`src/rtl/nes_gamepad_reader_if.sv`:
```
`default_nettype none
// +----------------------------------------------------------------------+
// | nes_gamepad_reader_if                                                |
// | Poll request, controller wires and decoded button result bundle.     |
// | Revision: 1.0                                                        |
// +----------------------------------------------------------------------+
interface nes_gamepad_reader_if;
   logic       i_poll;
   logic       i_data;
   logic       o_latch;
   logic       o_pulse;
   logic [7:0] o_buttons;
   logic       o_valid;
   logic       o_busy;

   modport master (
      input  i_poll,
      input  i_data,
      output o_latch,
      output o_pulse,
      output o_buttons,
      output o_valid,
      output o_busy
   );

   modport slave (
      output i_poll,
      output i_data,
      input  o_latch,
      input  o_pulse,
      input  o_buttons,
      input  o_valid,
      input  o_busy
   );
endinterface
`default_nettype wire

```
`src/rtl/nes_gamepad_reader.sv`:
```
`default_nettype none
// +----------------------------------------------------------------------+
// | nes_gamepad_reader                                                   |
// | Polls a 4021-based NES pad and publishes the 8 buttons active-high.  |
// | Revision: 1.0                                                        |
// +----------------------------------------------------------------------+
module nes_gamepad_reader #(
   parameter int CLK_FREQ       = 27_000_000,
   parameter int HALF_PERIOD_US = 6
) (
   input  wire logic             i_clk,
   input  wire logic             i_rst,
   nes_gamepad_reader_if.master  bus
);

   localparam int c_T     = (CLK_FREQ / 1_000_000) * HALF_PERIOD_US;
   localparam int c_CNT_W = $clog2(2 * c_T);
   localparam logic [c_CNT_W-1:0] c_LATCH_LAST = c_CNT_W'(2 * c_T - 1);
   localparam logic [c_CNT_W-1:0] c_PHASE_LAST = c_CNT_W'(c_T - 1);
   localparam logic [c_CNT_W-1:0] c_CNT_ONE    = c_CNT_W'(1);

   typedef enum logic [2:0] {
      S_IDLE  = 3'd0,
      S_LATCH = 3'd1,
      S_LOW   = 3'd2,
      S_PULSE = 3'd3,
      S_DONE  = 3'd4
   } state_t;

   state_t             state_q;
   logic [c_CNT_W-1:0] cnt_q;
   logic [2:0]         idx_q;
   logic [7:0]         shadow_q;
   logic [7:0]         shadow_d;
   logic               sync1_q;
   logic               sync2_q;
   logic               poll_q;
   logic               latch_q;
   logic               pulse_q;
   logic [7:0]         buttons_q;
   logic               valid_q;
   logic               busy_q;
   logic               poll_rise;

   assign poll_rise = bus.i_poll & ~poll_q;

   // Pad data is active-low; store it inverted so 1 = pressed.
   always_comb begin
      shadow_d        = shadow_q;
      shadow_d[idx_q] = ~sync2_q;
   end

   always_ff @(posedge i_clk) begin
      if (i_rst) begin
         state_q   <= S_IDLE;
         cnt_q     <= '0;
         idx_q     <= '0;
         shadow_q  <= '0;
         sync1_q   <= 1'b1;
         sync2_q   <= 1'b1;
         poll_q    <= 1'b0;
         latch_q   <= 1'b0;
         pulse_q   <= 1'b0;
         buttons_q <= '0;
         valid_q   <= 1'b0;
         busy_q    <= 1'b0;
      end else begin
         sync1_q <= bus.i_data;
         sync2_q <= sync1_q;
         poll_q  <= bus.i_poll;
         valid_q <= 1'b0;
         case (state_q)
            S_IDLE: begin
               if (poll_rise) begin
                  state_q <= S_LATCH;
                  cnt_q   <= '0;
                  idx_q   <= '0;
                  latch_q <= 1'b1;
                  busy_q  <= 1'b1;
               end
            end
            S_LATCH: begin
               if (cnt_q == c_LATCH_LAST) begin
                  state_q <= S_LOW;
                  cnt_q   <= '0;
                  latch_q <= 1'b0;
               end else begin
                  cnt_q <= cnt_q + c_CNT_ONE;
               end
            end
            S_LOW: begin
               if (cnt_q == c_PHASE_LAST) begin
                  cnt_q    <= '0;
                  shadow_q <= shadow_d;
                  if (idx_q == 3'd7) begin
                     // Publish the complete byte at once, including the final bit.
                     state_q   <= S_DONE;
                     buttons_q <= shadow_d;
                     valid_q   <= 1'b1;
                  end else begin
                     state_q <= S_PULSE;
                     pulse_q <= 1'b1;
                  end
               end else begin
                  cnt_q <= cnt_q + c_CNT_ONE;
               end
            end
            S_PULSE: begin
               if (cnt_q == c_PHASE_LAST) begin
                  state_q <= S_LOW;
                  cnt_q   <= '0;
                  idx_q   <= idx_q + 3'd1;
                  pulse_q <= 1'b0;
               end else begin
                  cnt_q <= cnt_q + c_CNT_ONE;
               end
            end
            S_DONE: begin
               state_q <= S_IDLE;
               busy_q  <= 1'b0;
            end
            default: begin
               state_q <= S_IDLE;
               latch_q <= 1'b0;
               pulse_q <= 1'b0;
               busy_q  <= 1'b0;
            end
         endcase
      end
   end

   assign bus.o_latch   = latch_q;
   assign bus.o_pulse   = pulse_q;
   assign bus.o_buttons = buttons_q;
   assign bus.o_valid   = valid_q;
   assign bus.o_busy    = busy_q;

endmodule
`default_nettype wire

```
`src/flat_wrapper.sv`:
```
// flat-port wrapper written by rule: the top's interface ports become plain ports
module nes_gamepad_reader_flat 
#(
   parameter int CLK_FREQ       = 27_000_000,
   parameter int HALF_PERIOD_US = 6
)
  (i_clk, i_rst, bus_i_poll, bus_i_data, bus_o_latch, bus_o_pulse, bus_o_buttons, bus_o_valid, bus_o_busy);
  nes_gamepad_reader_if bus_i ();
  input  wire logic i_clk;
  input  wire logic i_rst;
  input wire logic [$bits(bus_i.i_poll)-1:0] bus_i_poll;
  input wire logic [$bits(bus_i.i_data)-1:0] bus_i_data;
  output wire logic [$bits(bus_i.o_latch)-1:0] bus_o_latch;
  output wire logic [$bits(bus_i.o_pulse)-1:0] bus_o_pulse;
  output wire logic [$bits(bus_i.o_buttons)-1:0] bus_o_buttons;
  output wire logic [$bits(bus_i.o_valid)-1:0] bus_o_valid;
  output wire logic [$bits(bus_i.o_busy)-1:0] bus_o_busy;
  assign bus_i.i_poll = bus_i_poll;
  assign bus_i.i_data = bus_i_data;
  assign bus_o_latch = bus_i.o_latch;
  assign bus_o_pulse = bus_i.o_pulse;
  assign bus_o_buttons = bus_i.o_buttons;
  assign bus_o_valid = bus_i.o_valid;
  assign bus_o_busy = bus_i.o_busy;
  nes_gamepad_reader #(.CLK_FREQ(CLK_FREQ), .HALF_PERIOD_US(HALF_PERIOD_US)) u_core (.i_clk(i_clk), .i_rst(i_rst), .bus(bus_i));
endmodule
```
`config.mk`:
```
export PLATFORM = sky130hd
export DESIGN_NAME = nes_gamepad_reader_flat
export DESIGN_NICKNAME = d
export VERILOG_FILES = /design/src/rtl/nes_gamepad_reader_if.sv /design/src/rtl/nes_gamepad_reader.sv /design/src/flat_wrapper.sv
export SDC_FILE = /design/constraint.sdc
export NUM_CORES = 1
export LEC_CHECK = 0
export BUFFER_PORTS_ARGS = -buffer_cell sky130_fd_sc_hd__buf_2
export CAP_MARGIN = 40
export CELL_PAD_IN_SITES_DETAIL_PLACEMENT = 0
export CELL_PAD_IN_SITES_GLOBAL_PLACEMENT = 1
export CORE_MARGIN = 1
export CORE_UTILIZATION = 25
export CTS_CLUSTER_DIAMETER = 50
export DETAILED_ROUTE_END_ITERATION = 7
export HOLD_SLACK_MARGIN = 0.02
export PLACE_DENSITY = 0.46
export SYNTH_ARGS = -nofsm -noshare
export SYNTH_HDL_FRONTEND = slang
export SYNTH_SLANG_ARGS = --single-unit
```
`constraint.sdc`:
```
create_clock -name i_clk -period 2.5 [get_ports i_clk]
set_input_delay 0.25 -clock i_clk [delete_from_list [all_inputs] [get_ports i_clk]]
set_output_delay 0.25 -clock i_clk [all_outputs]
set_load 0.05 [all_outputs]
```
==> out/metrics.yaml <==
drtPass1Iterations: 4
worstPathArrival_ns: 2.27
clock-skew-final_ns: 0.00747
cts_tree: "built"
synth_top_cell_by_area: "dfxtp_1"
p_total_w: 0.00118
async_flop_share: 0
post-place-ws_ns: 0.396
crit_required_ns: 2.68
fp-row-count: 31
netlist_instances: 217
fin_ws_ns: 0.408
postRouteAntennaNets: 0
path_clk_slew_ns: 0.08
grt_pass1_wl_um: 7730
synth_seq_cells: 38
end_kind: "flip-flop"
initial_core_util: 0.263
post-route-period-util: 0.837
port_buffers: 15
r2r-start: "u_core.cnt_q[2]$_SDFFE_PP0P_"
dr_total_vias: 1518
maxCapViolations: 0
die_h_um: 90.3
clock-root-buffer: "clkbuf_8"
holdPathEnd: "u_core.sync1_q$_SDFF_PP1_"
layout_min_cycle_time_ns: 2.09
n_antenna_cell: 0
synth_area_sq_mm: 0.00195
relSlewSlack: 0.630
antenna_found_initial: 0
clock-sinks: 38
drv_slew: 0
reg2reg_setup_slack_ns: 0.41
timing.fmax_mhz: 478
cts.path.max_buffers: 2
yosys_warnings: 0
cts-htree-levels: 2
cp_max_fo: 10
grt_pass1_vias: 1530
fillerInstances: 811
synthFlopType: "dfxtp_1"
drt-total-wl_um: 4420
holdPathStages: 2
layout_commonest_cell: "dfxtp_1"
drc: 0
ys_seq_area_frac: 0.390
finalWeightedCongestion: 0.660
viasPerCell: 4.63
clk_latency_ns: 0.29
synth.distinct_cells: 43
drt_iter0_drc: 50
dpl-instance-area_sq_mm: 0.00204
crit_type: "flip-flop to flip-flop"
syn_to_final_growth_pct: 9.51
worstHoldPathType: "input pin to flip-flop"
r2r_cells: 5
die_area_sq_mm: 0.00815
r2r_end: "u_core.bus.o_buttons[7]$_SDFFE_PP0P_"
die_w_um: 90.3
cts_setup_buffers: 0
syn_avg_cell_area_sq_um: 8.98
status: "completed"
worst_pin_slew_ns: 0.553
grt.overflow.total: 0
dp_hpwl_um: 3000
synthTopCellsByArea: "dfxtp_1 (39%), mux2i_1 (10%), nor2_1 (4.2%)"
synth_edf_count: 0
wl_per_cell_um: 13.5
power.ir.vdd_worst_mv: 0.180
drive_above_1_share: 0.179
coreArea_sq_mm: 0.00741
nets: 236
synth_nets: 225
setup_viol: 0
synth_top_area_frac: 0.390
power.density_mw_per_mm2: 553
grt_max_degree: 28
mostFrequentLayoutCells: "dfxtp_1 (38), nor2_1 (22), mux2i_1 (20), buf_2 (15), nand3_1 (14)"
track_usage: 0.120
ioPinCount: 16
hold_viol_final: 0
power_leakage_nw: 0.782
cts-buffers-inserted: 5
design_area_sq_mm: 0.00213
post_cts_resized: 0
setup_tns_ns: 0
ctsHoldBuffers: 0
rsz0062_at_grt: "no"
worst_setup_path_start_kind: "flip-flop"
hp-start: "bus_i_data"
## critical path: stages, from the launching register on
cell     delay [ns]
dfxtp_1        0.37
or3_4          0.42
nor4_4         0.45
and3_2         0.45
mux2i_1        0.23
nor2_1         0.05
## area by class of cell
| type | instances | area, sq um | share of cell area |
|---|---|---|---|
| multi-input combinational | 159 | 1030 | 0.484 |
| sequential | 38 | 761 | 0.357 |
| tap | 99 | 124 | 0.0581 |
| timing repair buffer | 18 | 97.6 | 0.0457 |
| clock buffer | 6 | 82.6 | 0.0387 |
| inverter | 6 | 22.5 | 0.0106 |
| clock inverter | 2 | 12.5 | 0.00587 |
## cell usage after synthesis, drive strengths merged, types with 2 or more instances
master  instances
a21oi          11
a22oi           2
a31oi           7
and3            5
buf             4
clkbuf          9
dfxtp          38
ha              4
inv             6
mux2i          20
nand2          13
nand2b          7
nand3          14
nand3b          4
nand4           4
nand4b          2
nor2           22
nor2b           4
nor3            5
nor3b           2
o21ai           8
o22ai           2
o31ai           2
or2             5
or3             6
or4             2
## per-layer routing
layer,vias to the layer above,track usage,part of all wire
met5,-,0,0
met4,0,0.0565,0.021
met3,8,0.0261,0.037
met1,690,0.167,0.52
met2,21,0.176,0.42
li1,799,-,-
## cells by family after synthesis
logic type / after synthesis / share of synthesized area
flops: 38 / 0.390
simple gates: 98 / 0.288
mux: 20 / 0.103
fa+ha+maj: 4 / 0.0257
compound gates: 37 / 0.114
buf+inv: 20 / 0.0790
## registers in the layout, indices dropped and copies added, names as in the netlist
name,flops
u_core.bus.o_valid,1
u_core.bus.o_buttons,8
u_core.poll_q,1
u_core.cnt_q,9
u_core.state_q,3
u_core.shadow_q,8
u_core.sync2_q,1
u_core.sync1_q,1
u_core.bus.o_busy,1
u_core.bus.o_latch,1
u_core.bus.o_pulse,1
u_core.idx_q,3
## worst max-delay path by stage
stage / cells past startpoint / slack, ns / startpoint / to
floorplan: 5 / 0.62 / u_core.cnt_q[2]$_SDFFE_PP0P_ / u_core.shadow_q[5]$_SDFFE_PP0P_
global placement: 5 / 0.43 / u_core.cnt_q[2]$_SDFFE_PP0P_ / u_core.bus.o_buttons[4]$_SDFFE_PP0P_
detailed placement: 5 / 0.40 / u_core.cnt_q[2]$_SDFFE_PP0P_ / u_core.bus.o_buttons[7]$_SDFFE_PP0P_
finish: 5 / 0.41 / u_core.cnt_q[2]$_SDFFE_PP0P_ / u_core.bus.o_buttons[7]$_SDFFE_PP0P_
global route: 6 / 0.20 / u_core.cnt_q[0]$_SDFFE_PP0P_ / u_core.bus.o_buttons[1]$_SDFFE_PP0P_
CTS: 5 / 0.38 / u_core.cnt_q[2]$_SDFFE_PP0P_ / u_core.bus.o_buttons[7]$_SDFFE_PP0P_
## power breakdown
part / internal [W] / total [W] / switching (W)
registers: 0.000615 / 0.000628 / 0.0000127
logic: 0.0000350 / 0.0000975 / 0.0000625
clock network: 0.000222 / 0.000455 / 0.000233
total: 0.000872 / 0.00118 / 0.000308
## per-stage QoR
step	util	cells	hold slack (ns)
floorplan	-	217	0.354
global placement	0.275	320	0.391
detailed placement	0.275	320	0.394
CTS	0.288	328	0.118
global route	0.288	328	0.138
finish	0.288	328	0.129
Power figures use the tool's default switching activity.
